## config.mk

```make
export PLATFORM = sky130hd
export DESIGN_NAME = jtag_tap_ctrl
export DESIGN_NICKNAME = d
export VERILOG_FILES = /design/src/rtl/jtag_tap_ctrl.sv
export SDC_FILE = /design/constraint.sdc
export NUM_CORES = 1
export LEC_CHECK = 0
export ABC_CLOCK_PERIOD_IN_PS = 2100
export CAP_MARGIN = 20
export CORE_AREA = 2 2 78 65
export DETAILED_ROUTE_END_ITERATION = 10
export DIE_AREA = 0 0 80 67
export GPL_TIMING_DRIVEN = 0
export MAX_ROUTING_LAYER = met4
export PLACE_DENSITY = 0.87
export SYNTH_ARGS = -nofsm -noshare
export SYNTH_HDL_FRONTEND = slang
export SYNTH_SLANG_ARGS = --single-unit
```

## constraint.sdc

```tcl
create_clock -name clk -period 2.1 [get_ports clk]
set_input_delay 0.42 -clock clk [delete_from_list [all_inputs] [get_ports clk]]
set_output_delay 0.42 -clock clk [all_outputs]
set_load 0.02 [all_outputs]
```

## src/rtl/jtag_tap_ctrl.sv

```systemverilog
// IEEE 1149.1-style TAP controller: 16-state FSM, instruction register and
// IDCODE / BYPASS / USER data registers with a parallel USER capture/update port.
module jtag_tap_ctrl #(
  parameter int          IR_WIDTH   = 4,
  parameter logic [31:0] IDCODE_VAL = 32'h1A2B_3C4D,
  parameter int          USER_WIDTH = 8
) (
  input  logic                  clk,
  input  logic                  rst,
  input  logic                  tms,
  input  logic                  tdi,
  output logic                  tdo,
  output logic                  tdo_en,
  output logic [3:0]            tap_state,
  output logic [IR_WIDTH-1:0]   ir,
  input  logic [USER_WIDTH-1:0] user_in,
  output logic [USER_WIDTH-1:0] user_out,
  output logic                  user_upd
);

  typedef enum logic [3:0] {
    EX2_DR   = 4'h0, EX1_DR   = 4'h1, SH_DR    = 4'h2, PAUSE_DR = 4'h3,
    SEL_IR   = 4'h4, UPD_DR   = 4'h5, CAP_DR   = 4'h6, SEL_DR   = 4'h7,
    EX2_IR   = 4'h8, EX1_IR   = 4'h9, SH_IR    = 4'hA, PAUSE_IR = 4'hB,
    RTI      = 4'hC, UPD_IR   = 4'hD, CAP_IR   = 4'hE, TLR      = 4'hF
  } tap_state_e;

  tap_state_e            state_q, state_d, state_nxt;
  logic                  hold_q;
  logic [IR_WIDTH-1:0]   ir_q, ir_d;
  logic [IR_WIDTH-1:0]   ir_sr_q, ir_sr_d;
  logic [31:0]           dr_sr_q, dr_sr_d;
  logic [31:0]           dr_shift;
  logic [4:0]            dr_msb;
  logic [USER_WIDTH-1:0] user_out_q, user_out_d;
  logic                  user_upd_q, user_upd_d;
  logic                  sel_idcode, sel_user;

  assign sel_idcode = (ir_q == IR_WIDTH'(1));
  assign sel_user   = (ir_q == IR_WIDTH'(8));

  always_comb begin
    state_nxt = state_q;
    case (state_q)
      TLR:      state_nxt = tms ? TLR      : RTI;
      RTI:      state_nxt = tms ? SEL_DR   : RTI;
      SEL_DR:   state_nxt = tms ? SEL_IR   : CAP_DR;
      CAP_DR:   state_nxt = tms ? EX1_DR   : SH_DR;
      SH_DR:    state_nxt = tms ? EX1_DR   : SH_DR;
      EX1_DR:   state_nxt = tms ? UPD_DR   : PAUSE_DR;
      PAUSE_DR: state_nxt = tms ? EX2_DR   : PAUSE_DR;
      EX2_DR:   state_nxt = tms ? UPD_DR   : SH_DR;
      UPD_DR:   state_nxt = tms ? SEL_DR   : RTI;
      SEL_IR:   state_nxt = tms ? TLR      : CAP_IR;
      CAP_IR:   state_nxt = tms ? EX1_IR   : SH_IR;
      SH_IR:    state_nxt = tms ? EX1_IR   : SH_IR;
      EX1_IR:   state_nxt = tms ? UPD_IR   : PAUSE_IR;
      PAUSE_IR: state_nxt = tms ? EX2_IR   : PAUSE_IR;
      EX2_IR:   state_nxt = tms ? UPD_IR   : SH_IR;
      UPD_IR:   state_nxt = tms ? SEL_DR   : RTI;
      default:  state_nxt = TLR;
    endcase
    // First edge after reset release keeps the FSM parked in TLR.
    state_d = hold_q ? TLR : state_nxt;
  end

  always_comb begin
    if (sel_idcode)    dr_msb = 5'd31;
    else if (sel_user) dr_msb = 5'(USER_WIDTH - 1);
    else               dr_msb = 5'd0;
    dr_shift         = {1'b0, dr_sr_q[31:1]};
    dr_shift[dr_msb] = tdi;
  end

  always_comb begin
    ir_d       = ir_q;
    ir_sr_d    = ir_sr_q;
    dr_sr_d    = dr_sr_q;
    user_out_d = user_out_q;
    user_upd_d = 1'b0;
    case (state_q)
      TLR:    ir_d    = IR_WIDTH'(1);
      CAP_IR: ir_sr_d = IR_WIDTH'(2'b01);
      SH_IR:  ir_sr_d = {tdi, ir_sr_q[IR_WIDTH-1:1]};
      UPD_IR: ir_d    = ir_sr_q;
      CAP_DR: begin
        if (sel_idcode)    dr_sr_d = IDCODE_VAL;
        else if (sel_user) dr_sr_d = 32'(user_in);
        else               dr_sr_d = 32'd0;
      end
      SH_DR:  dr_sr_d = dr_shift;
      UPD_DR: begin
        if (sel_user) begin
          user_out_d = dr_sr_q[USER_WIDTH-1:0];
          user_upd_d = 1'b1;
        end
      end
      default: ;
    endcase
  end

  always_ff @(posedge clk or posedge rst) begin
    if (rst) begin
      state_q    <= TLR;
      hold_q     <= 1'b1;
      ir_q       <= IR_WIDTH'(1);
      ir_sr_q    <= '0;
      dr_sr_q    <= '0;
      user_out_q <= '0;
      user_upd_q <= 1'b0;
    end else begin
      state_q    <= state_d;
      hold_q     <= 1'b0;
      ir_q       <= ir_d;
      ir_sr_q    <= ir_sr_d;
      dr_sr_q    <= dr_sr_d;
      user_out_q <= user_out_d;
      user_upd_q <= user_upd_d;
    end
  end

  always_comb begin
    tdo = 1'b0;
    if (state_q == SH_IR)      tdo = ir_sr_q[0];
    else if (state_q == SH_DR) tdo = dr_sr_q[0];
  end

  assign tdo_en    = (state_q == SH_IR) || (state_q == SH_DR);
  assign tap_state = state_q;
  assign ir        = ir_q;
  assign user_out  = user_out_q;
  assign user_upd  = user_upd_q;

endmodule

```

After elaboration in Yosys (flattened, before gate mapping)
Cells that the tools add are included.
- bits in registers: 54
- output and inout bits: 19
- logic and storage cells: 64
- bits of input ports: 12
- magnitude comparators: 2
- eq/ne operators: 17
- reduce and logical (&&, ||, !) cells: 10
- muxes and demuxes: 28
- operators by type and width (operator ; number):
    case mux 32 bit (2 select lines) ; 1
    case mux 4 bit (12 select lines) ; 1
    == test 4 bit, second input constant ; 9
    bitwise mux 32 bit ; 1
    2-to-1 mux 29 bit ; 1
    == test 4 x 3 -> 1 bit, second input constant ; 4
    case mux 4 bit (2 select lines) ; 2
    2-to-1 mux 3 bit ; 5
    2-to-1 mux 2 bit ; 6
    == test 4 x 1 -> 1 bit, second input constant ; 2
    == test 4 x 2 -> 1 bit, second input constant ; 2
    2-to-1 mux 4 bit ; 2
    2-to-1 mux 8 bit ; 1
    < comparator 5 x 6 -> 1 bit, second input constant ; 1
    2-to-1 mux 1 bit ; 6
    nonzero test 2 bit ; 3
    demux 1 bit (select 5 bit) ; 1
    greater-or-equal comparator 5 x 1 -> 1 bit, second input constant ; 1
    2-to-1 mux 5 bit ; 1
    zero test 4 bit ; 1
    OR reduction 2 bit ; 2
    OR reduction 3 bit ; 1
    AND reduction 2 bit ; 1
    logical AND 1 bit ; 1
    logical OR 1 bit ; 1

Logic depth before layout (Yosys ltp)
- depth after elaboration: 9
- mapped depth: 7
- gate-level depth less buffers: 4

Worst setup path before layout
No wires, ideal clock.
- path kind: flip-flop to output port
- from: reg state_q[3], in the netlist tap_state[3]
- to: out tdo
- data arrival time: 1.445 ns
- cell stages (with the launch flop): 4
- data required time: 1.680 ns
- slack: 0.235 ns
- buffers on the path: 1
- cell sequence: dfstp_2 > clkbuf_1 > mux2i_1 > nor3_1
- word-level cells in the longest chain between the ends: 3
- elaborated cells between the ends (all ways): 4
- those cells by class: 2 x eq/ne; 2 x mux
- ends and longest elaborated chain (what ; RTL line ; RTL):
    start, declared ; 28 ; tap_state_e state_q, state_d, state_nxt;
    start signal, assigned ; 112 ; state_q <= state_d;
    == test 4 x 2 -> 1 bit ; 125 ; else if (state_q == SH_DR) tdo = dr_sr_q[0];
    2-to-1 mux 1 bit ; 125 ;
    2-to-1 mux 1 bit (*) ; 124 ; if (state_q == SH_IR) tdo = ir_sr_q[0];
    end, declared ; 12 ; output logic tdo,
Every way passes the cells marked *; elsewhere a longest branch is shown, timed or not.

Worst setup path after layout
- from: reg state_q[0], in the netlist tap_state[0]
- to: out tdo
The elaborated chain is that of the path after synthesis.

==> impl_metrics.json <==
{
  "run_status": "complete, no violations",
  "ctsHoldBuffers": 0,
  "drv.max_cap_violation_count": 0,
  "vias": 1770,
  "power_frac_comb": 0.214,
  "gp_congestion": 0.876,
  "netlist_area_sq_mm": 0.00237,
  "p_leak_uw": 0.00135,
  "synth.yosys.seq_area_share": 0.573,
  "ratio_of_cells_with_drive_above_1_in_the_final_layout": 0.173,
  "postSynth.topFlopCell": "dfrtp_1",
  "finalHoldWorstSlack_ns": 0.479,
  "yosys-top-cells-area": "dfrtp_1 (51%), dfstp_2 (6.7%), o21ai_0 (5.7%)",
  "detail_route.first_pass.iterations": 4,
  "crit_arrival_ns": 1.60,
  "ys_types": 41,
  "cts.sink_count": 54,
  "finalClockSkew_ns": 0.00953,
  "antenna_found_initial": 0,
  "endpoint_kind": "output port",
  "final_antenna_net_count": 0,
  "cts-root-buf": "clkbuf_8",
  "netSwitchingPower_uw": 831,
  "layout_worst_path_cycle_share": 0.960,
  "clock_path_buffers": 2,
  "layout.area.seq_sq_mm": 0.00136,
  "cts.htree.levels": 2,
  "max_clk_rate_ghz": 0.496,
  "min_path_type": "primary input to async pin",
  "first_global_vias": 1742,
  "post_drt_wl_per_cell_microns": 15.3,
  "die_width_microns": 80,
  "power_density_mw_per_mm2": 907,
  "clock_insertion_delay_worst_skew_ns": 0.31,
  "synthesis.area_per_instance_sq_um": 10.7,
  "sw_frac_of_total": 0.319,
  "initial_core_util": 0.525,
  "floorplan.core_area_sq_mm": 0.00451,
  "mappedNetlistNets": 233,
  "final_layout_net_count": 271,
  "grt_remaining_overflow": 0,
  "tritoncts": "yes",
  "synth_largest_area_cell": "dfrtp_1",
  "count_of_state_elements_after_synthesis": 54,
  "numPortBuffers": 30,
  "placedInstanceArea_sq_mm": 0.00277,
  "setup_tns_ns": 0,
  "total_global_routing_track_utilization": 0.207,
  "number_of_enable_type_register_cells_in_the_synthesized_netlist": 0,
  "number_of_vias_per_cell_after_detailed_routing": 5.53,
  "finalWorstPathRequiredPeriod_ns": 2.02,
  "ir_drop_v": 0.000530,
  "wl_mm": 4.90,
  "pin_count_of_the_biggest_net_entering_global_routing": 30,
  "dieArea_sq_mm": 0.00536,
  "rsz0062_at_grt": "no",
  "cts_inserted_buffers": 5,
  "slew_headroom": 0.625,
  "area_occupied_by_multi_input_gates_sq_um": 901,
  "timing_max_transition_violations_final": 0,
  "worst-r2r-setup-slack_ns": 0.17,
  "die-height_microns": 67,
  "timing.final.setup_violations": 0,
  "finalInstanceArea_sq_mm": 0.00287,
  "synth.yosys.warnings": 0,
  "async_flop_share": 1.00,
  "cell_internal_pwr_uw": 1770,
  "clk_pin_slew_worst_paths_ns": 0.11,
  "synth_top_area_frac": 0.507,
  "p_seq_frac": 0.548,
  "std_cell_rows": 22,
  "drtIter0Drc": 117,
  "filler_cell_count": 369,
  "worst-endpoint-required_ns": 1.68,
  "ios": 31,
  "drc_errors": 0,
  "antennaDiodeCount": 0,
  "synthToLayoutAreaGrowth_pct": 21.1,
  "dpl.hpwl_mm": 3.48,
  "worst_slew_pin_slew_ns": 0.562,
  "grt_pass1_wl_mm": 8.29,
  "hold_violations": 0,
  "critPathLaunchType": "flip-flop",
  "timing.setup.critical_path_class": "flip-flop to output port",
  "critical_path.max_fanout": 8,
  "synthesis.instances": 221,
  "power.share.clock": 0.238
}
[synthesized netlist by cell type, types with 2 or more instances]
library cell	instances
buf_6	2
mux2_2	2
a311oi_1	2
o221ai_1	2
a21o_1	2
nand3_1	3
and3_2	3
nor3_1	3
nand2_1	32
dfrtp_1	48
nor2_1	6
clkbuf_1	5
inv_1	7
a21oi_1	22
nand2b_1	4
a22o_1	12
mux2_4	5
dfstp_2	6
buf_2	7
o21ai_0	27
[cell type report]
type                    count  share of cell area
flip-flops and latches     54               0.474
multi-input cells         145               0.314
repair buffers             33               0.116
plain buffers              13              0.0266
well taps                  60              0.0262
clock buffers               5              0.0240
clock inverters             3              0.0100
inverters                   7             0.00916
[logic make-up after synthesis]
kind of cell	Yosys count	share of synthesized area
and+or+nand+nor	60	0.134
other	1	0.00158
muxes	8	0.0454
DFF	54	0.573
AOI/OAI and AO/OA	76	0.200
buffers and inverters	22	0.0465
[flip-flops by register name, summed over array words and instances, names as in the netlist]
signal	flops
hold_q	1
user_upd	1
dr_sr_q	32
tap_state	4
ir	4
ir_sr_q	4
user_out	8
[through the flow]
| step | std cells | power, uW | setup slack [ns] | util |
|---|---|---|---|---|
| finish | 320 | 2600 | 0.0850 | 0.636 |
| floorplan | 221 | 1790 | 0.235 | - |
| global placement | 311 | 1950 | -0.550 | 0.608 |
| global route | 320 | 2760 | 0.0220 | 0.636 |
| CTS | 318 | 2600 | 0.0476 | 0.632 |
| detailed placement | 312 | 1990 | -0.110 | 0.613 |
[worst max-delay path, cell delays in order (launching register included)]
cell and delay [ns]:
dfstp_2 0.54, buf_2 0.18, nand2b_4 0.19, nor3_1 0.06, clkdlybuf4s15_1 0.31
[timing repair]
action                     CTS  global route
setup buffers                0             2
pin swaps                    0             0
setup endpoints to repair    2             1
resized for setup            2             1
[power groups by stage]
| stage | combinational (uW) | clock (uW) | sequential (uW) |
|---|---|---|---|
| 2_1_floorplan | 375 | 0 | 1420 |
| 3_3_place_gp | 526 | 0 | 1420 |
| 3_5_place_dp | 553 | 0 | 1440 |
| 4_1_cts | 549 | 628 | 1430 |
| 5_1_grt | 623 | 684 | 1450 |
| 6_report | 557 | 619 | 1430 |
[routing by layer]
| layer | GRT usage | vias up | wire, microns |
|---|---|---|---|
| li1 | - | 852 | - |
| met1 | 0.285 | 876 | 2440 |
| met2 | 0.319 | 37 | 2270 |
| met3 | 0.0434 | 5 | 170 |
| met4 | 0.0445 | 0 | 26 |
| met5 | - | - | 0 |
[cell usage in the layout, fill, tap and decap left out, drive strengths merged, types with 2 or more instances in the layout]
cell and instances:
nand2 32, a21oi 22, and3 4, dfrtp 48
o221ai 2, clkbuf 8, o21ai 28, nor2 6
clkdlybuf4s50 28, or2 2, a311oi 2, dfstp 6
nor3 3, and2b 2, inv 9, a22o 12
a21o 2, nand3 3, mux2 7, buf 13
nand2b 5
[final timing paths]
check,depth (start not counted),endpoint,from
worst min register to register,2,dr_sr_q[11]$_DFFE_PP0N_,dr_sr_q[11]$_DFFE_PP0N_
max in group asynchronous,3,tap_state[3]$_DFF_PP1_,rst
worst max-delay path,4,tdo,tap_state[0]$_DFF_PP1_
min in group clk,2,dr_sr_q[11]$_DFFE_PP0N_,dr_sr_q[11]$_DFFE_PP0N_
worst min-delay path,2,dr_sr_q[5]$_DFFE_PP0N_,rst
worst max register to register,5,user_out[7]$_DFFE_PP0P_,tap_state[2]$_DFF_PP1_
Power figures use the tool's default switching activity.
